### config.mk
export PLATFORM = sky130hd
export DESIGN_NAME = fetch_queue
export DESIGN_NICKNAME = d
export VERILOG_FILES = /design/src/rtl/fetch_queue.sv
export SDC_FILE = /design/constraint.sdc
export NUM_CORES = 1
export LEC_CHECK = 0
export CORE_ASPECT_RATIO = 1.75
export CORE_MARGIN = 1.5
export CORE_UTILIZATION = 39
export DETAILED_ROUTE_END_ITERATION = 12
export DONT_BUFFER_PORTS = 1
export PLACE_DENSITY = 0.6
export SKIP_LAST_GASP = 1
export SYNTH_ARGS = -nofsm -noshare
export SYNTH_HDL_FRONTEND = slang
export SYNTH_SLANG_ARGS = --single-unit
### constraint.sdc
create_clock -name Clk -period 2.1 [get_ports Clk]
set_clock_uncertainty 0.1 [all_clocks]
set_input_delay 0.42 -clock Clk [delete_from_list [all_inputs] [get_ports Clk]]
set_output_delay 0.42 -clock Clk [all_outputs]
set_load 0.03 [all_outputs]
### src/rtl/fetch_queue.sv
// fetch_queue: in-order {PC, instruction} buffer between fetch and decode with flush.
// Optional same-cycle empty-queue bypass is enabled by defining FETCH_QUEUE_BYPASS_EN.
module fetch_queue #(
   parameter int unsigned DEPTH  = 4,
   parameter int unsigned INST_W = 9,
   parameter int unsigned ADDR_W = 10
) (
   input  logic                     Clk,
   input  logic                     Reset,
   input  logic                     Flush,
   input  logic                     InValid,
   input  logic [INST_W-1:0]        InInst,
   input  logic [ADDR_W-1:0]        InPC,
   output logic                     InReady,
   output logic                     OutValid,
   output logic [INST_W-1:0]        OutInst,
   output logic [ADDR_W-1:0]        OutPC,
   input  logic                     OutReady,
   output logic [$clog2(DEPTH):0]   Count
);

   localparam int unsigned PTR_W = $clog2(DEPTH);
   localparam int unsigned CNT_W = PTR_W + 1;
   localparam logic [CNT_W-1:0] FullCnt = CNT_W'(DEPTH);

   logic [INST_W-1:0] inst_q [DEPTH];
   logic [INST_W-1:0] inst_d [DEPTH];
   logic [ADDR_W-1:0] pc_q   [DEPTH];
   logic [ADDR_W-1:0] pc_d   [DEPTH];

   logic [PTR_W-1:0] wptr_q, wptr_d;
   logic [PTR_W-1:0] rptr_q, rptr_d;
   logic [CNT_W-1:0] count_q, count_d;

   logic empty, full;
   logic byp_valid, byp_consume;
   logic push, pop, do_write, do_read;
   logic [INST_W-1:0] head_inst;
   logic [ADDR_W-1:0] head_pc;

   always_comb begin
      empty = (count_q == '0);
      full  = (count_q == FullCnt);
`ifdef FETCH_QUEUE_BYPASS_EN
      byp_valid = !Reset && empty && InValid && !Flush;
`else
      byp_valid = 1'b0;
`endif
      InReady  = !Reset && !full;
      OutValid = !empty || byp_valid;
      if (byp_valid) begin
         head_inst = InInst;
         head_pc   = InPC;
      end else begin
         head_inst = inst_q[rptr_q];
         head_pc   = pc_q[rptr_q];
      end
      OutInst = OutValid ? head_inst : '0;
      OutPC   = OutValid ? head_pc   : '0;
      Count   = count_q;
   end

   always_comb begin
      push        = InValid && InReady && !Flush;
      pop         = OutValid && OutReady && !Flush;
      // A bypassed entry that decode takes right away never touches storage.
      byp_consume = byp_valid && OutReady;
      do_write    = push && !byp_consume;
      do_read     = pop && !byp_consume;

      inst_d  = inst_q;
      pc_d    = pc_q;
      wptr_d  = wptr_q;
      rptr_d  = rptr_q;
      count_d = count_q;

      if (do_write) begin
         inst_d[wptr_q] = InInst;
         pc_d[wptr_q]   = InPC;
         wptr_d         = wptr_q + PTR_W'(1);
      end
      if (do_read) begin
         rptr_d = rptr_q + PTR_W'(1);
      end
      unique case ({do_write, do_read})
         2'b10:   count_d = count_q + CNT_W'(1);
         2'b01:   count_d = count_q - CNT_W'(1);
         default: count_d = count_q;
      endcase

      if (Flush) begin
         wptr_d  = '0;
         rptr_d  = '0;
         count_d = '0;
      end
   end

   always_ff @(posedge Clk or posedge Reset) begin
      if (Reset) begin
         wptr_q  <= '0;
         rptr_q  <= '0;
         count_q <= '0;
      end else begin
         wptr_q  <= wptr_d;
         rptr_q  <= rptr_d;
         count_q <= count_d;
      end
   end

   // Storage is deliberately left out of reset; only the pointers define validity.
   always_ff @(posedge Clk) begin
      inst_q <= inst_d;
      pc_q   <= pc_d;
   end

endmodule
### Word-level counts from Yosys, hierarchy flattened

Index checks and enable logic that the tools add are counted.

* register bits after elaboration: 83
* output and inout port bits: 24
* word-level logic and storage cells: 57

* add/sub/neg operators: 4
* order comparisons: 3
* equal/unequal tests: 3
* multiplexer cells: 20
* bitwise logic cells: 2
* reductions and logical operators: 14

Operators by type and width (count)
* $bwmux 40: 1
* $mux 10: 4
* $bwmux 36: 1
* $mux 9: 4
* $bmux 10 s2: 1
* $demux 10 s2: 1
* $bmux 9 s2: 1
* $demux 9 s2: 1
* $mux 2: 4
* $ge 3x3->1 const B: 2
* $logic_and 1x1->1: 6
* $not 2->3: 2
* $pmux 3 s2: 1
* $add 2x1->2 const B: 2
* $logic_not 1->1: 4
* $reduce_bool 2->1: 2
* $add 3x1->3 const B: 1
* $eq 3x3->1 const B: 1
* $logic_not 3->1: 1
* $lt 3x1->1 const B: 1
* $mux 3: 1
* $reduce_bool 3->1: 1
* $sub 3x1->3 const B: 1
* $eq 2x1->1 const B: 1
* $eq 2x2->1 const B: 1

### Depth between registers and ports, before layout

* depth after elaboration: 8
* depth in mapped cells: 7
* gate-level depth less buffers: 7

### Least setup slack after synthesis

No wires, ideal clock.

* path type: register to register
* start point: register count_q[0], in the netlist Count[0]
* end point: register inst_q[0] in the netlist's numbering (enable)
* library setup time: 0.377 ns
* arrival time: 2.086 ns
* required time: 1.623 ns
* slack: -0.463 ns
* stages on the path, launching flop included: 5
* path buffers: 0
* cells stage by stage: dfrtp_1 nor2_2 a21oi_1 and3b_1 and2_1

* longest elaborated chain between the ends: 5

RTL lines
* start: declaration: RTL line 33 `logic [CNT_W-1:0] count_q, count_d;`
* start signal: assignment: RTL line 106 `count_q <= count_d;`
* $eq 3x3->1: RTL line 43 `full = (count_q == FullCnt);`
* $logic_not 1->1: RTL line 49 `InReady = !Reset && !full;`
* $logic_and 1x1->1: RTL line 49
* net InReady: RTL line 14 `output logic InReady,`
* $logic_and 1x1->1 (2 in series): RTL line 64 `push = InValid && InReady && !Flush;`
* end signal: assignment: RTL line 112 `inst_q <= inst_d;`
* end: declaration: RTL line 26 `logic [INST_W-1:0] inst_q [DEPTH];`

The timed path passes the listed nets, and every way through them passes these cells.
A chain may end at the register's enable or synchronous reset.

### Final worst setup path

* start point: register rptr_q[0]
* end point: output OutPC[7]

* longest elaborated chain between the ends: 5

RTL lines
* start: declaration: RTL line 32 `logic [PTR_W-1:0] rptr_q, rptr_d;`
* start signal: assignment: RTL line 105 `rptr_q <= rptr_d;`
* $not 2->3 (implied by the code): RTL line 56 `head_pc = pc_q[rptr_q];`
* $bmux 10 s2: RTL line 56
* $mux 10 (implied by the code) (2 in series): RTL line 56
* $mux 10: RTL line 59 `OutPC = OutValid ? head_pc : '0;`
* end: declaration: RTL line 17 `output logic [ADDR_W-1:0] OutPC,`

No other way between the ends. The select of a mux whose other input is x is not followed.

==> run_results.csv <==
group,metric,value,unit
detailed_routing,drt_pass1_iterations,4,
timing,setup_viol,20,
detailed_routing,drt-total-wl,5890,um
global_route,grt_max_degree,23,
timing,fmax,0.455,GHz
clock_tree,clock_insertion_delay_worst_skew,0.33,ns
setup_path,cp_top_family,"multiplexers",
synth,synth_cells,184,
synth,ys_ff_latch,83,
clock_tree,root_buffer,"clkbuf_16",
floorplan,ios,48,
synth,syn_area_per_cell,18.7,um2
floorplan,die_h,127,um
power_and_ir_drop,peakVddDrop,0.380,mV
timing,rsz0062_at_grt,"true",
clock_tree,cts_inserted_buffers,9,
status,outcome,"finished, violations left",
final_layout,antenna_cells,0,
synth,async_reset_ff_share,8.43,%
global_route,grt_overflow,0,
clock_tree,cts.htree.levels,3,
synth,seq_area_frac_synth,71.5,%
floorplan,die_w,74.0,um
clock_tree,clkTransAtPathRegs,0.06,ns
timing,slew_headroom,55.6,%
setup_path,worstPathMaxFanout,12,
worst_hold_path,whs_path_depth,1,
synth,synth_top_area_share,66.4,%
synth,synth_edf_count,76,
final_layout,area_delta_synth_final,17.7,%
floorplan,core_area,8610,um2
synth,synth_area_leaders,"edfxtp_1 66%, mux4_2 9.8%, dfrtp_1 5.1%",
power_and_ir_drop,p_leak,0.00132,uW
power_and_ir_drop,powerDensity,909,nW/um2
global_route,grt_pass1_vias,1755,
global_route,track_usage,14.1,%
final_layout,n_fill_cell,720,
setup_path,end_kind,"output pin",
synth,synth_ff_type,"edfxtp_1",
detailed_routing,vias,1612,
synth,synth_commonest_cells,"76 x edfxtp_1, 23 x and2_1, 15 x mux4_2",
setup_path,max_stage_delay,0.56,ns
setup_path,startpoint,"rptr_q[0]",
setup_path,r2r-end,"Count[1]",
timing,fin_ws,-0.0955,ns
setup_path,rrSetupSlack,-0.01,ns
power_and_ir_drop,switching_share,21.5,%
synth,synth_cell_types,36,
final_layout,drive_above_1_share,38.4,%
setup_path,r2r_cells,7,
global_route,antenna_found_initial,0,
setup_path,cp.depth,3,
setup_path,cp-start-kind,"register",
timing,fin_setup_tns,-0.866,ns
setup_path,worstPathRequired,1.58,ns
detailed_routing,drt_iter0_drc,110,
placement,port_buffers,0,
detailed_routing,drc,0,
worst_hold_path,hp-class,"primary input to register",
flow_run,cap_violations,0,
clock_tree,cts_sinks,83,
placement,pre_cts_slack,0.0382,ns
status,failed_checks,"setup timing",
floorplan,die-area,9410,um2
synth,synthesis.area,3440,um2
setup_path,cp_data_arrival_time,1.68,ns
synth,synth_top_cell_by_area,"edfxtp_1",
final_layout,layout.nets,227,
clock_tree,cts_tree,"done",
timing,tightest_slew,0.664,ns
detailed_routing,postRouteAntennaNets,0,
setup_path,crit_chain,"buf_12 -> mux4_1 -> and2_4",
power_and_ir_drop,internal_power,2890,uW
worst_hold_path,hold_end,"Count[2]",
timing,post-route-min-period,2.20,ns
power_and_ir_drop,combPwrFrac,8.2,%
clock_tree,clockBufferDepth,2,
placement,gp_congestion,0.675,
synth,yosys_warnings,0,
synth,yosysMostFrequentCell,"edfxtp_1",
floorplan,start_util,39.9,%
power_and_ir_drop,clockPowerShare,41.6,%
setup_path,r2r_start,"Count[0]",
setup_path,critical_path_class,"register to output pin",
timing,drv_slew,0,
power_and_ir_drop,pwr-share-seq,50.2,%
placement,dpl.hpwl,3890,um
global_route,grt_pass1_wl,9360,um
setup_path,crit_buf_inv,1,
worst_hold_path,holdCritStartpoint,"Flush",
power_and_ir_drop,power.switching,791,uW
synth,syn_nets,213,
setup_path,crit_path_top_delay_cell,"mux4_1",
timing,post-route-period-util,105,%
timing,hold_viol_final,0,
detailed_routing,wl_per_cell,18.4,um
detailed_routing,via_per_inst,5.04,
floorplan,rows,45,
## cells by family (layout without fill, tap and decap cells)
family                     Yosys count  after routing  share of synthesized area (%)
AOI/OAI and AO/OA                   12             12                           2.40
adders and majority gates            5              5                           2.04
and+or+nand+nor                     46             46                           7.75
DFF                                 83             83                           71.5
muxes                               20             20                           13.2
buffers and inverters               14             33                           2.15
xor gates and xnor gates             4              4                           1.02
## flip-flops by register name, summed over array words and instances (netlist names)
register  count
wptr_q        2
rptr_q        2
Count         3
pc_q         40
inst_q       36
## routing by layer
| layer | part of all wire (%) | up-vias | GRT usage (%) |
|---|---|---|---|
| met1 | 34 | 813 | 14.7 |
| met3 | 6.6 | 9 | 5.21 |
| met4 | 2.2 | 0 | 6.86 |
| met2 | 57 | 46 | 24.2 |
| li1 | - | 744 | - |
| met5 | 0 | - | 0 |
## through the flow
stage	area [um2]	hold WS [ns]	std cells	power, uW	util [%]
3_5_place_dp	3630	0.169	300	2150	42.2
6_report	4050	0.0433	320	3680	47.0
3_3_place_gp	3630	0.157	300	2140	42.2
5_1_grt	4050	0.0332	320	3810	47.0
2_1_floorplan	3460	0.123	184	2100	-
4_1_cts	4010	0.0304	318	3700	46.6
## worst max path at each step
stage	endpoint	slack, ns
floorplan	Count[1]	-0.04
detailed placement	Count[1]	0.04
finish	OutPC[7]	-0.1
CTS	OutPC[7]	-0.11
global route	OutInst[1]	-0.16
global placement	OutInst[4]	0.10
## power groups by stage
stage                     combinational [uW]  sequential [uW]  clock (uW)
after floorplan                          216             1890           0
after detailed placement                 264             1880           0
after global routing                     325             1850        1640
after global placement                   258             1880           0
after CTS                                299             1850        1560
final                                    303             1850        1530
## worst register-to-register path, cell delays in order, from the launching register on
cell and delay, ns:
dfrtp_2 0.40, or3_4 0.41, nand2_4 0.08, nor3_2 0.05
fa_2 0.52, inv_1 0.05, a2111o_1 0.30, o21ai_2 0.13
## cell type report
cell class / instances / area, um2 / area share, %
clock inverter: 7 / 76.3 / 1.89
sequential: 83 / 2460 / 60.8
inverter: 5 / 18.8 / 0.464
tap: 117 / 146 / 3.62
clock buffer: 9 / 225 / 5.56
timing repair buffer: 12 / 125 / 3.09
multi-input combinational: 87 / 993 / 24.5
## cells in the final DEF, fill, tap and decap left out, types with 3 or more instances in the layout
cell type and instances:
nand3_1 3, dfrtp_2 4, o21ai_0 3, inv_1 5, dfrtp_1 3, and2_2 4
nor2_1 8, and2_4 19, mux4_2 15, clkbuf_16 9, mux4_1 4, buf_4 7
ha_1 4, edfxtp_1 76
## timing repair
item,4_1_cts,5_1_grt
setup buffers,1,2
hold buffers,1,0
resized for setup,41,4
endpoints found under the hold margin,7,0
pin swaps,0,1
endpoints found under the setup margin,19,21
Power figures use the tool's default switching activity.
